**config.mk**
```make
export PLATFORM = sky130hd
export DESIGN_NAME = dual_skid_reg
export DESIGN_NICKNAME = d
export VERILOG_FILES = /design/src/rtl/dualreg_pkg.sv /design/src/rtl/dual_field_reg.sv /design/src/rtl/dual_skid_reg.sv
export SDC_FILE = /design/constraint.sdc
export NUM_CORES = 1
export LEC_CHECK = 0
export ABC_AREA = 1
export BUFFER_PORTS_ARGS = -buffer_cell sky130_fd_sc_hd__clkbuf_2
export CELL_PAD_IN_SITES_DETAIL_PLACEMENT = 1
export CELL_PAD_IN_SITES_GLOBAL_PLACEMENT = 1
export CORE_UTILIZATION = 36
export DETAILED_ROUTE_END_ITERATION = 10
export HOLD_SLACK_MARGIN = 0.12
export MAX_ROUTING_LAYER = met4
export PLACE_DENSITY_LB_ADDON = 0.1
export SYNTH_ARGS = -nofsm -noshare
export SYNTH_HDL_FRONTEND = slang
export SYNTH_SLANG_ARGS = --single-unit
```
**constraint.sdc**
```tcl
create_clock -name CLK -period 1.45 [get_ports CLK]
set_input_delay 0.0725 -clock CLK [delete_from_list [all_inputs] [get_ports CLK]]
set_output_delay 0.0725 -clock CLK [all_outputs]
set_load 0.1 [all_outputs]
```
**src/rtl/dualreg_pkg.sv**
```systemverilog
// rtl/dualreg_pkg.sv - state type and encodings shared by the dual skid register
package dualreg_pkg;

  localparam logic [1:0] EMPTY_ENC = 2'b00;
  localparam logic [1:0] FULL_ENC  = 2'b01;
  localparam logic [1:0] SKID_ENC  = 2'b10;

  typedef enum logic [1:0] {
    EMPTY = EMPTY_ENC,
    FULL  = FULL_ENC,
    SKID  = SKID_ENC
  } state_t;

endpackage

```
**src/rtl/dual_field_reg.sv**
```systemverilog
// rtl/dual_field_reg.sv - two-field data register with load enable
module dual_field_reg #(
  parameter int M = 32,
  parameter int N = 32
) (
  input  logic         CLK,
  input  logic         RSTN,
  input  logic         load,
  input  logic [M-1:0] d1,
  input  logic [N-1:0] d2,
  output logic [M-1:0] q1,
  output logic [N-1:0] q2
);

  always_ff @(posedge CLK or negedge RSTN) begin
    if (!RSTN) begin
      q1 <= '0;
      q2 <= '0;
    end else if (load) begin
      q1 <= d1;
      q2 <= d2;
    end
  end

endmodule

```
**src/rtl/dual_skid_reg.sv**
```systemverilog
// rtl/dual_skid_reg.sv - two-entry skid pipeline stage with flush and stall counter
module dual_skid_reg
  import dualreg_pkg::*;
#(
  parameter int M  = 32,
  parameter int N  = 32,
  parameter int CW = 16
) (
  input  logic          CLK,
  input  logic          RSTN,
  input  logic          FLUSH,
  input  logic          IN_VALID,
  output logic          IN_READY,
  input  logic [M-1:0]  D1,
  input  logic [N-1:0]  D2,
  output logic          OUT_VALID,
  input  logic          OUT_READY,
  output logic [M-1:0]  Q1,
  output logic [N-1:0]  Q2,
  output logic [CW-1:0] STALL_CNT
);

  localparam logic [CW-1:0] STALL_MAX = '1;

  state_t       state, state_nxt;
  logic         accept, take;
  logic         main_load, skid_load;
  logic [M-1:0] skid_q1, main_d1;
  logic [N-1:0] skid_q2, main_d2;

  // Handshake outputs decode state only, so no comb path from OUT_READY/IN_VALID.
  assign IN_READY  = (state != SKID);
  assign OUT_VALID = (state != EMPTY);
  assign accept    = IN_VALID && IN_READY;
  assign take      = OUT_VALID && OUT_READY;

  assign main_d1 = (state == SKID) ? skid_q1 : D1;
  assign main_d2 = (state == SKID) ? skid_q2 : D2;

  always_comb begin
    state_nxt = state;
    main_load = 1'b0;
    skid_load = 1'b0;
    case (state)
      EMPTY: begin
        if (accept) begin
          main_load = 1'b1;
          state_nxt = FULL;
        end
      end
      FULL: begin
        if (accept && take) begin
          main_load = 1'b1;
        end else if (accept) begin
          skid_load = 1'b1;
          state_nxt = SKID;
        end else if (take) begin
          state_nxt = EMPTY;
        end
      end
      SKID: begin
        if (take) begin
          main_load = 1'b1;
          state_nxt = FULL;
        end
      end
      default: state_nxt = EMPTY;
    endcase
    // A flush kills whatever moved this cycle and leaves the data untouched.
    if (FLUSH) begin
      state_nxt = EMPTY;
      main_load = 1'b0;
      skid_load = 1'b0;
    end
  end

  always_ff @(posedge CLK or negedge RSTN) begin
    if (!RSTN) begin
      state <= EMPTY;
    end else begin
      state <= state_nxt;
    end
  end

  always_ff @(posedge CLK or negedge RSTN) begin
    if (!RSTN) begin
      STALL_CNT <= '0;
    end else if (OUT_VALID && !OUT_READY && (STALL_CNT != STALL_MAX)) begin
      STALL_CNT <= STALL_CNT + CW'(1);
    end
  end

  dual_field_reg #(.M(M), .N(N)) u_main (
    .CLK  (CLK),
    .RSTN (RSTN),
    .load (main_load),
    .d1   (main_d1),
    .d2   (main_d2),
    .q1   (Q1),
    .q2   (Q2)
  );

  dual_field_reg #(.M(M), .N(N)) u_skid (
    .CLK  (CLK),
    .RSTN (RSTN),
    .load (skid_load),
    .d1   (D1),
    .d2   (D2),
    .q1   (skid_q1),
    .q2   (skid_q2)
  );

endmodule
```
==> qor.yml <==
floorplan:
  core_region_area_sq_um: 18900
  die_h_um: 141
  fp.dieArea_sq_um: 20000
  ios: 151
  num_rows: 50
  initial_utilization: 0.370
  die_width_um: 141
clock_tree:
  cts_max_path_buffers: 2
  insertion_delay_ns: 0.43
  cts.sinks: 146
  cts.clk_slew.worst_paths_ns: 0.07
  cts-root-buf: "clkbuf_16"
  cts_buffers: 17
  cts_tree: "yes"
  htree_levels: 4
place:
  port_buffers: 150
  gp_congestion: 0.750
  hpwl_um: 12100
timing:
  fin_ws_ns: -0.185
  slew_headroom: 0.601
  hold_viol: 0
  fin_crit_sh: 1.13
  timing.fmax_mhz: 611
  rsz0062_at_grt: "yes"
  tightestPinTransition_ns: 0.601
  setup_viol: 67
  skew_ns: 0.0121
  setup_tns_ns: -2.35
  slew_violations: 0
  hold_slack_ns: 0.115
  period_minus_slack_ns: 1.64
yosys:
  syn_area_per_cell_sq_um: 8.26
  postSynthCellCount: 846
  synth.top_cells.by_area: "dfrtp_1, nand2_1, inv_1"
  ys_ff_latch: 146
  synth.top_cell.area_share: 0.523
  yosysSeqAreaShare: 0.523
  syn-num-nets: 916
  yosys.area.top_type: "dfrtp_1"
  yosys_warnings: 0
  netlist_area_sq_um: 6990
  synth.distinct_cells: 25
setup_path:
  worstPathArrival_ns: 1.94
  path_class: "flop to flop"
  cp-end-kind: "flop"
  cp.required_ns: 1.76
  cp-start-kind: "flop"
  cp_max_fo: 4
routing:
  via_per_inst: 4.64
  drtPass1Iterations: 4
  antenna_left: 0
  wirelength_um: 21200
  vias: 6389
  drc: 0
  drt-initial-drc-count: 215
  wl_per_cell_um: 15.4
global_route:
  grt_pass1_wl_um: 32200
  grt_pass1_vias: 6543
  antenna_found_initial: 0
  grt_start_max_net_pins: 56
  grt_overflow: 0
  grtUsageTotal: 0.213
power:
  p_sw_mw: 7.95
  power-per-cell-area_nw_per_um2: 1690
  p_clk_frac: 0.259
  ir_worst_vdd_mv: 1.27
  swShare: 0.453
  p_comb_frac: 0.407
  pwr-share-seq: 0.334
  leakage_nw: 5.22
  p_int_mw: 9.60
finish:
  drive_above_1_share: 0.367
  syn_to_final_growth_pct: 48.5
  multiInputGateArea_sq_um: 2880
  nets: 1173
  final_common_cell: "nand2_1"
  seq_area_sq_um: 3700
  fillers: 2250
  final_cell_mix: "nand2_1, inv_1, clkbuf_2, dfrtp_1, dlygate4sd3_1"
  n_antenna_cell: 0
status:
  status: "complete, but fails checks"
  violations: "negative setup slack"
hold_path:
  hold_class: "input port to asynchronous set/reset pin"
job:
  drv_cap: 0
## critical path: stages (launching register included)
cell     delay [ns]
dfrtp_1        0.39
inv_4          0.09
buf_6          0.13
nor3_4         0.20
nand2_4        0.12
buf_12         0.16
buf_6          0.12
a21oi_1        0.31
## cells in the mapped netlist
cell type,count
nor2_1,82
buf_6,12
dfrtp_1,146
o21ai_0,45
nand2_2,16
buf_12,1
nor2_2,2
inv_2,2
nor3_2,1
nand4_1,7
clkbuf_1,3
ha_1,1
xnor2_1,7
a21oi_4,1
a21oi_1,64
xor2_1,1
inv_1,144
buf_2,22
nand2_1,183
o21ai_2,40
buf_4,4
buf_8,1
o21ai_1,50
o211ai_1,1
nand3_1,10
## worst paths after layout
kind	end	slack [ns]	depth (start not counted)	start
max in group asynchronous	u_main.q2[13]	0.39	3	RSTN
setup reg to reg	u_skid.q1[21]	-0.19	7	state[0]
hold / removal	u_skid.q2[15]	0.11	2	RSTN
setup / recovery	u_skid.q1[21]	-0.19	7	state[0]
hold reg to reg	u_skid.q2[24]	0.49	2	u_skid.q2[24]
min in group CLK	state[0]	0.22	6	OUT_READY
## power by group through the flow
stage	logic (mW)	clock network [mW]	registers, mW
finish	7.14	4.54	5.86
global route	7.58	4.82	5.98
CTS	6.88	4.63	5.84
detailed placement	6.62	0	5.90
global placement	6.53	0	5.87
floorplan	1.76	0	9.42
## metal layers
layer / up-vias / GRT usage / share of wire
met5: - / - / 0
met4: 0 / 0.0732 / 0.016
met3: 30 / 0.0503 / 0.036
met2: 127 / 0.347 / 0.51
met1: 3088 / 0.260 / 0.44
li1: 3144 / - / -
## area by class of cell
cell class / instances / share of cell area
clock buffers: 20 / 0.0430
clock inverters: 12 / 0.0151
inverters: 146 / 0.0537
multi-input cells: 513 / 0.277
flip-flops and latches: 146 / 0.356
well taps: 260 / 0.0313
repair buffers: 279 / 0.223
## flip-flops by register name, summed over array words and instances, names as in the netlist
name and cells:
STALL_CNT 16, u_main.q2 32, u_skid.q1 32, u_main.q1 32
u_skid.q2 32, state 2
## cell families after synthesis
family | after synthesis | share of synthesized area
AOI/OAI and AO/OA | 201 | 0.167
xor gates and xnor gates | 8 | 0.0100
adders and majority gates | 1 | 0.00179
buffers and inverters | 189 | 0.124
DFF | 146 | 0.523
and+or+nand+nor | 301 | 0.173
## per-stage QoR
| step | cell area [sq um] | total power [mW] | worst slack, ns | cells | util |
|---|---|---|---|---|---|
| floorplan | 7120 | 11.2 | -0.122 | 846 | - |
| global placement | 8360 | 12.4 | -0.0457 | 1257 | 0.443 |
| detailed placement | 8360 | 12.5 | -0.0833 | 1257 | 0.443 |
| CTS | 9810 | 17.3 | -0.0797 | 1360 | 0.519 |
| global route | 10400 | 18.4 | -0.192 | 1376 | 0.549 |
| finish | 10400 | 17.5 | -0.185 | 1376 | 0.549 |
## timing repair
item,4_1_cts,5_1_grt
endpoints found under the hold margin,276,0
gates cloned,2,8
gates resized for setup,29,112
setup endpoints to repair,84,147
setup buffers,1,8
hold buffers,68,0
pin swaps,0,10
No activity file was read; power rests on OpenSTA's default activity.
